## src/rtl/pipe_pkg.sv

```systemverilog
// pipe_pkg: shared definitions for the inter-stage pipeline registers.
//   occ_e          occupancy encoding of a stage register (0, 1 or 2 entries)
//   NOP_CTRL       all-zero control bundle (bubble); slice to the stage width
//   *_CTRL_W/_W    control/data bundle widths for each pipeline boundary
package pipe_pkg;

    typedef enum logic [1:0] {
        OCC_EMPTY = 2'd0,
        OCC_HEAD  = 2'd1,
        OCC_FULL  = 2'd2
    } occ_e;

    localparam int NOP_CTRL_MAX_W = 64;
    localparam logic [NOP_CTRL_MAX_W-1:0] NOP_CTRL = '0;

    localparam int IF_ID_CTRL_W  = 4;
    localparam int IF_ID_DATA_W  = 64;
    localparam int ID_EX_CTRL_W  = 16;
    localparam int ID_EX_DATA_W  = 128;
    localparam int EX_MEM_CTRL_W = 8;
    localparam int EX_MEM_DATA_W = 96;
    localparam int MEM_WB_CTRL_W = 4;
    localparam int MEM_WB_DATA_W = 69;

endpackage

```

## src/rtl/pipe_stage_reg_sat_counter.sv

```systemverilog
// sat_counter: width-parametrised saturating up-counter.
//   clock    rising-edge clock
//   reset_n  synchronous active-low reset, clears the count
//   clear    synchronous clear
//   inc      increment request for this cycle
//   count    current value; holds at all-ones instead of wrapping
module sat_counter #(
    parameter int W = 16
) (
    input  logic         clock,
    input  logic         reset_n,
    input  logic         clear,
    input  logic         inc,
    output logic [W-1:0] count
);

    localparam logic [W-1:0] ONE = {{(W-1){1'b0}}, 1'b1};

    always_ff @(posedge clock) begin
        if (!reset_n) begin
            count <= '0;
        end else if (clear) begin
            count <= '0;
        end else if (inc && (count != '1)) begin
            count <= count + ONE;
        end
    end

endmodule

```

## src/rtl/pipe_stage_reg.sv

```systemverilog
// pipe_stage_reg: inter-stage pipeline register with valid/ready handshake,
// optional 2-entry skid buffer, flush-to-bubble and a stall-cycle counter.
//   clock, reset_n         clock and synchronous active-low reset
//   flush                  drop held and incoming entries this cycle
//   in_valid/in_ready      upstream handshake, in_ctrl/in_data payload
//   out_valid/out_ready    downstream handshake, out_ctrl/out_data head (0 when empty)
//   occupancy              entries held (0..2, max 1 when SKID=0)
//   stall_count            saturating count of out_valid && !out_ready cycles
//
// state      | meaning
// -----------+----------------------------------------------
// OCC_EMPTY  | nothing held, out_valid=0
// OCC_HEAD   | head slot holds the entry presented downstream
// OCC_FULL   | head and skid slot both held (SKID=1 only), in_ready=0
module pipe_stage_reg
    import pipe_pkg::*;
#(
    parameter int CTRL_W = 16,
    parameter int DATA_W = 128,
    parameter int SKID   = 1,
    parameter int CNT_W  = 16
) (
    input  logic              clock,
    input  logic              reset_n,
    input  logic              flush,
    input  logic              in_valid,
    output logic              in_ready,
    input  logic [CTRL_W-1:0] in_ctrl,
    input  logic [DATA_W-1:0] in_data,
    output logic              out_valid,
    input  logic              out_ready,
    output logic [CTRL_W-1:0] out_ctrl,
    output logic [DATA_W-1:0] out_data,
    output logic [1:0]        occupancy,
    output logic [CNT_W-1:0]  stall_count
);

    typedef enum logic [1:0] {
        LD_HOLD,
        LD_IN,
        LD_SKID,
        LD_CLR
    } head_ld_e;

    occ_e              state_q;
    occ_e              state_d;
    head_ld_e          head_ld;
    logic              skid_ld;
    logic              accept;
    logic              consume;
    logic [CTRL_W-1:0] head_ctrl_q;
    logic [DATA_W-1:0] head_data_q;
    logic [CTRL_W-1:0] skid_ctrl_q;
    logic [DATA_W-1:0] skid_data_q;

    assign accept  = in_valid && in_ready;
    assign consume = out_valid && out_ready;

    // state register
    always_ff @(posedge clock) begin
        if (!reset_n) begin
            state_q <= OCC_EMPTY;
        end else begin
            state_q <= state_d;
        end
    end

    // next state and slot load controls; flush overrides everything
    always_comb begin
        state_d = state_q;
        head_ld = LD_HOLD;
        skid_ld = 1'b0;
        if (flush) begin
            state_d = OCC_EMPTY;
            head_ld = LD_CLR;
        end else begin
            case (state_q)
                OCC_EMPTY: begin
                    if (accept) begin
                        state_d = OCC_HEAD;
                        head_ld = LD_IN;
                    end
                end
                OCC_HEAD: begin
                    if (accept && consume) begin
                        head_ld = LD_IN;
                    end else if (accept) begin
                        // only reachable with SKID=1: SKID=0 accepts in HEAD only alongside a consume
                        state_d = OCC_FULL;
                        skid_ld = 1'b1;
                    end else if (consume) begin
                        state_d = OCC_EMPTY;
                        head_ld = LD_CLR;
                    end
                end
                OCC_FULL: begin
                    if (consume) begin
                        state_d = OCC_HEAD;
                        head_ld = LD_SKID;
                    end
                end
                default: begin
                    state_d = OCC_EMPTY;
                    head_ld = LD_CLR;
                end
            endcase
        end
    end

    // outputs
    always_comb begin
        out_valid = (state_q != OCC_EMPTY);
        occupancy = state_q;
        out_ctrl  = out_valid ? head_ctrl_q : NOP_CTRL[CTRL_W-1:0];
        out_data  = out_valid ? head_data_q : '0;
    end

    generate
        if (SKID != 0) begin : g_skid
            logic ready_q;

            // registered ready: decided from the next state, so no out_ready path
            always_ff @(posedge clock) begin
                if (!reset_n) begin
                    ready_q <= 1'b1;
                end else begin
                    ready_q <= (state_d != OCC_FULL);
                end
            end

            assign in_ready = ready_q;
        end else begin : g_noskid
            assign in_ready = !out_valid || out_ready;
        end
    endgenerate

    always_ff @(posedge clock) begin
        if (!reset_n) begin
            head_ctrl_q <= '0;
            head_data_q <= '0;
            skid_ctrl_q <= '0;
            skid_data_q <= '0;
        end else begin
            case (head_ld)
                LD_IN: begin
                    head_ctrl_q <= in_ctrl;
                    head_data_q <= in_data;
                end
                LD_SKID: begin
                    head_ctrl_q <= skid_ctrl_q;
                    head_data_q <= skid_data_q;
                end
                LD_CLR: begin
                    head_ctrl_q <= '0;
                    head_data_q <= '0;
                end
                default: begin
                end
            endcase
            if (skid_ld) begin
                skid_ctrl_q <= in_ctrl;
                skid_data_q <= in_data;
            end
        end
    end

    sat_counter #(
        .W(CNT_W)
    ) u_stall_cnt (
        .clock   (clock),
        .reset_n (reset_n),
        .clear   (1'b0),
        .inc     (out_valid && !out_ready),
        .count   (stall_count)
    );

endmodule

```

## config.mk

```make
export PLATFORM = sky130hd
export DESIGN_NAME = pipe_stage_reg
export DESIGN_NICKNAME = d
export VERILOG_FILES = /design/src/rtl/pipe_pkg.sv /design/src/rtl/pipe_stage_reg_sat_counter.sv /design/src/rtl/pipe_stage_reg.sv
export SDC_FILE = /design/constraint.sdc
export NUM_CORES = 1
export LEC_CHECK = 0
export BUFFER_PORTS_ARGS = -buffer_cell sky130_fd_sc_hd__buf_4
export CAP_MARGIN = 10
export CORE_MARGIN = 5
export CORE_UTILIZATION = 48
export CTS_BUF_LIST = sky130_fd_sc_hd__clkbuf_8 sky130_fd_sc_hd__clkbuf_16
export CTS_CLUSTER_DIAMETER = 120
export CTS_CLUSTER_SIZE = 14
export DETAILED_ROUTE_END_ITERATION = 8
export GPL_TIMING_DRIVEN = 0
export PLACE_DENSITY = 0.76
export SYNTH_ARGS = -nofsm -noshare
export SYNTH_HDL_FRONTEND = slang
export SYNTH_HIERARCHICAL = 1
export SYNTH_SLANG_ARGS = --single-unit
```

## constraint.sdc

```tcl
create_clock -name clock -period 2.3 [get_ports clock]
set_clock_uncertainty 0.05 [all_clocks]
set_input_delay 0.23 -clock clock [delete_from_list [all_inputs] [get_ports clock]]
set_output_delay 0.23 -clock clock [all_outputs]
set_load 0.03 [all_outputs]
```

# Yosys cells after proc, flatten, opt, wreduce, memory -nomap -nowiden
# Cells that the tools add are included.
# classes
eq_ne,7
n_addsub,1
n_reduce_logical,9
muxes,22
# op_table
operator,n
$pmux W128 S3,1
$mux W128,1
$pmux W16 S3,1
$mux W2,11
$add A16 B1 Y16 const B,1
$mux W16,1
$ne A16 B16 Y1 const B,1
$pmux W2 S3,2
$eq A2 B2 Y1 const B,3
$logic_and A1 B1 Y1,5
$mux W1,5
$eq A2 B1 Y1 const B,2
$reduce_bool A3 Y1,1
$logic_not A2 Y1,1
$ne A2 B2 Y1 const B,1
$reduce_bool A2 Y1,1
$logic_not A1 Y1,1
# word_totals
elab_cells,46
output_inout_bits,164
in_bits,149
ff_bits,307

# Logic depth before layout (Yosys ltp)
# depth
depth_word,9
mapped_depth,8
depth_no_buf,6

# Hierarchy
# Netlist, hierarchy kept.
# modules_own_cells
module,area_per_inst_um2,n_inst,cells_per_inst,seq_area_each_um2
pipe_stage_reg,11947.7,1,1304,5825.6
sat_counter,864.6,1,91,320.3

# Worst setup path before layout
# No wires, ideal clock.
# synth_path
path_type,register to register
startpoint,register state_q[0] (netlist: occupancy[0])
endpoint,register u_stall_cnt.count[9]
setup_ns,0.071
arrival_ns,2.286
path_stages_with_launch,9
required_time_ns,2.179
path_buffers,2
setup_slack_ns,-0.107
synth_period_minus_slack_ns,2.407
path_cell_list,dfxtp_1 -> buf_2 -> or2_2 -> clkbuf_1 -> nor2b_1 -> and4_2 -> nand3_4 -> or4_1 -> a21oi_1
# synth_between
elab_chain_cells,3
# synth_lines
element,line_no,rtl
start: declaration,pipe_stage_reg.sv:45,occ_e state_q;
start signal: assignment,pipe_stage_reg.sv:64,state_q <= state_d;
$reduce_bool A2 Y1,pipe_stage_reg.sv:112,out_valid = (state_q != OCC_EMPTY);
$logic_and A1 B1 Y1,pipe_stage_reg.sv:173,".inc (out_valid && !out_ready),"
$logic_and A1 B1 Y1,pipe_stage_reg_sat_counter.sv:24,end else if (inc && (count != '1)) begin
end signal: assignment,pipe_stage_reg_sat_counter.sv:25,count <= count + ONE;
end: declaration,pipe_stage_reg_sat_counter.sv:14,output logic [W-1:0] count
# No other way between the ends.
# A chain may end at the register's enable or synchronous reset.

# Final worst setup path
# layout_path
startpoint,input flush
endpoint,register skid_data_q[123]
# layout_between
elab_chain_cells,1
# layout_lines
element,line_no,rtl
start: declaration,pipe_stage_reg.sv:25,"input logic flush,"
$mux W1,pipe_stage_reg.sv:73,if (flush) begin
end signal: assignment,pipe_stage_reg.sv:162,skid_data_q <= in_data;
end: declaration,pipe_stage_reg.sv:54,logic [DATA_W-1:0] skid_data_q;
# No other way between the ends.

==> reports/qor.yml <==
grt_pass1_vias: 12441
worstPathArrival_ns: 2.61
tightest_slew_ns: 0.849
area_growth_pct: 39.1
grt.total_usage: 0.260
synth_area_mm2: 0.0128
pre_cts_ws_ns: -0.525
vias_per_cell: 5.62
hold_violations: 0
ys_ff_latch: 307
fin_nets: 2030
fin_cells: 2216
drv_slew: 0
rows: 59
cts_root_buffer: "clkbuf_16"
drt_iter0_drc: 1508
fin_area_mm2: 0.0178
grt_start_max_net_pins: 15
critical_path.cell_chain: "dlygate4sd3_1 -> buf_4 -> and4bb_1 -> and2_1 -> buf_2 -> buf_4 -> buf_2 -> nand2_1 -> a21boi_0"
synthFlopType: "dfxtp_1"
pwr_density_cell_mw_per_mm2: 585
cts_setup_buffers: 0
crit_slowest_cell: "dlygate4sd3_1"
ys_async_sr_fraction: 0
grt_overflow: 0
synth_area_per_cell_um2: 9.18
core_mm2: 0.0262
worstSetupPathType: "in -> reg"
clkSinkCount: 307
routed_wirelength_um: 41300
worstPathRequired_ns: 2.66
io_buffers: 312
cp-end-kind: "register"
wire_per_inst_um: 18.6
dr.pass1.iters: 9
slew_headroom: 0.434
start_kind: "input pin"
route.antenna.remaining_nets: 0
path_max_fanout: 10
die_w_um: 173
p_total_w: 0.0104
yosys_warnings: 6
die_h_um: 173
cpLargestDelayFamily: "buffers and inverters"
worst_slack_ns: 0.0563
final_cell_mix: "buf_4 (317), dfxtp_1 (305), nand2_1 (295)"
cts_max_level: 1
clockBufferDepth: 3
cap_violations: 0
start_util: 0.489
hold_path_class: "in -> reg"
slowest_delay_ns: 0.56
cts_tree: "done"
layout-drive-gt1-share: 0.219
fmax_mhz: 446
path_clk_slew_ns: 0.07
place_congestion: 0.828
synth_edf_count: 0
dp_cells: 2043
synthCells: 1395
ir_drop_mv: 0.356
outcome: "complete, no violations"
fin_crit_sh: 0.976
grt_antenna_before_repair: 1
ys_types: 54
placed_cell_area_mm2: 0.0156
setup_viol: 0
via_count: 12462
rsz0062_at_grt: "no"
pin_count: 313
cellLeakagePower_nw: 6.89
final_common_cell: "buf_4"
min_period_ns: 2.24
dieArea_mm2: 0.0301
critPathBufInv: 5
hpwlAfterDp_um: 27600
fin_util: 0.680
cts-buffers-inserted: 25
clkLatencyLatePin_ns: 0.52
drc_errors: 0
ys_seq_area_frac: 0.480
grt_pass1_wl_um: 65700
synth_stat cells (2+ instances only):
master | number | area (µm²)
a21boi_0 | 144 | 1080
a21oi_1 | 5 | 25.0
a222oi_1 | 144 | 1440
and2_1 | 148 | 926
and4_2 | 2 | 20.0
buf_1 | 2 | 7.51
buf_2 | 37 | 185
buf_4 | 4 | 30.0
buf_6 | 2 | 22.5
clkbuf_1 | 80 | 300
clkbuf_4 | 2 | 15.0
dfxtp_1 | 307 | 6150
inv_1 | 3 | 11.3
mux2i_1 | 3 | 30.0
nand2_1 | 296 | 1110
nand2b_1 | 3 | 18.8
nand3_1 | 4 | 20.0
nand4_1 | 2 | 12.5
nand4_4 | 2 | 42.5
nor2_1 | 11 | 41.3
nor2b_1 | 147 | 920
nor3_2 | 2 | 20.0
nor4_1 | 3 | 18.8
o21ai_0 | 4 | 20.0
o311ai_0 | 2 | 17.5
o31ai_1 | 2 | 15.0
o41ai_1 | 2 | 17.5
or3_1 | 3 | 18.8
or4_1 | 2 | 15.0
xor2_1 | 3 | 26.3
routing by layer:
| layer | track usage | vias up | part of all wire |
|---|---|---|---|
| li1 | - | 5892 | - |
| met1 | 0.331 | 5908 | 0.41 |
| met2 | 0.447 | 579 | 0.48 |
| met3 | 0.0502 | 83 | 0.080 |
| met4 | 0.0791 | 0 | 0.032 |
| met5 | 0 | - | 0 |
final cells by class:
cell class	count	area, µm²
flip-flops and latches	307	6150
fillers	2038	8390
repair buffers	459	3810
inverters	3	11.3
diodes	2	5.00
clock buffers	25	626
plain buffers	125	677
multi-input cells	959	6120
well taps	335	419
clock inverters	1	3.75
registers in the layout, indices dropped and copies added, names as in the netlist:
name / count
skid_data_q: 128
head_ctrl_q: 16
occupancy: 2
head_data_q: 128
u_stall_cnt/count: 16
in_ready: 1
skid_ctrl_q: 16
power breakdown:
| group | leakage (nW) | internal, W | total (W) | switching (W) |
|---|---|---|---|---|
| logic | 4.09 | 0.000628 | 0.00121 | 0.000583 |
| registers | 2.49 | 0.00542 | 0.00548 | 0.0000599 |
| clock network | 0.313 | 0.00191 | 0.00373 | 0.00182 |
| total | 6.89 | 0.00796 | 0.0104 | 0.00246 |
kinds of logic after synthesis:
logic type | Yosys count | share of synthesized area
flip-flops | 307 | 0.480
XOR/XNOR | 4 | 0.00273
multiplexers | 3 | 0.00234
adder cells (fa/ha/maj) | 1 | 0.000976
AND/OR/NAND/NOR | 635 | 0.256
buffers and inverters | 130 | 0.0446
AO/OA/AOI/OAI | 314 | 0.214
other | 1 | 0.000293
path summary, 6_finish.rpt:
path | start | end | slack (ns) | cells past startpoint
max | flush | skid_data_q[123]$_SDFFE_PN0P_ | 0.06 | 9
min | in_valid | occupancy[0]$_SDFF_PN0_ | 0.16 | 5
max reg2reg | occupancy[0]$_SDFF_PN0_ | u_stall_cnt/count[9]$_SDFFE_PP0P_ | 0.09 | 7
min reg2reg | skid_data_q[59]$_SDFFE_PN0P_ | skid_data_q[59]$_SDFFE_PN0P_ | 0.41 | 2
tightest hold or removal path: stages:
cell and delay (ns):
buf_4 0.09, nand2_1 0.06, mux2i_1 0.14, o22a_1 0.15, nor2_1 0.03
through the flow:
step                TNS [ns]  hold WS, ns
CTS                        0        0.122
global route               0        0.164
finish                     0        0.157
global placement      -22.70        0.399
detailed placement    -23.20        0.406
floorplan                  0        0.304
what timing repair did:
action	in CTS	in global routing
setup endpoints to repair	223	36
endpoints found under the hold margin	292	0
resized for setup	38	9
hold buffers	147	0
Power figures use the tool's default switching activity.
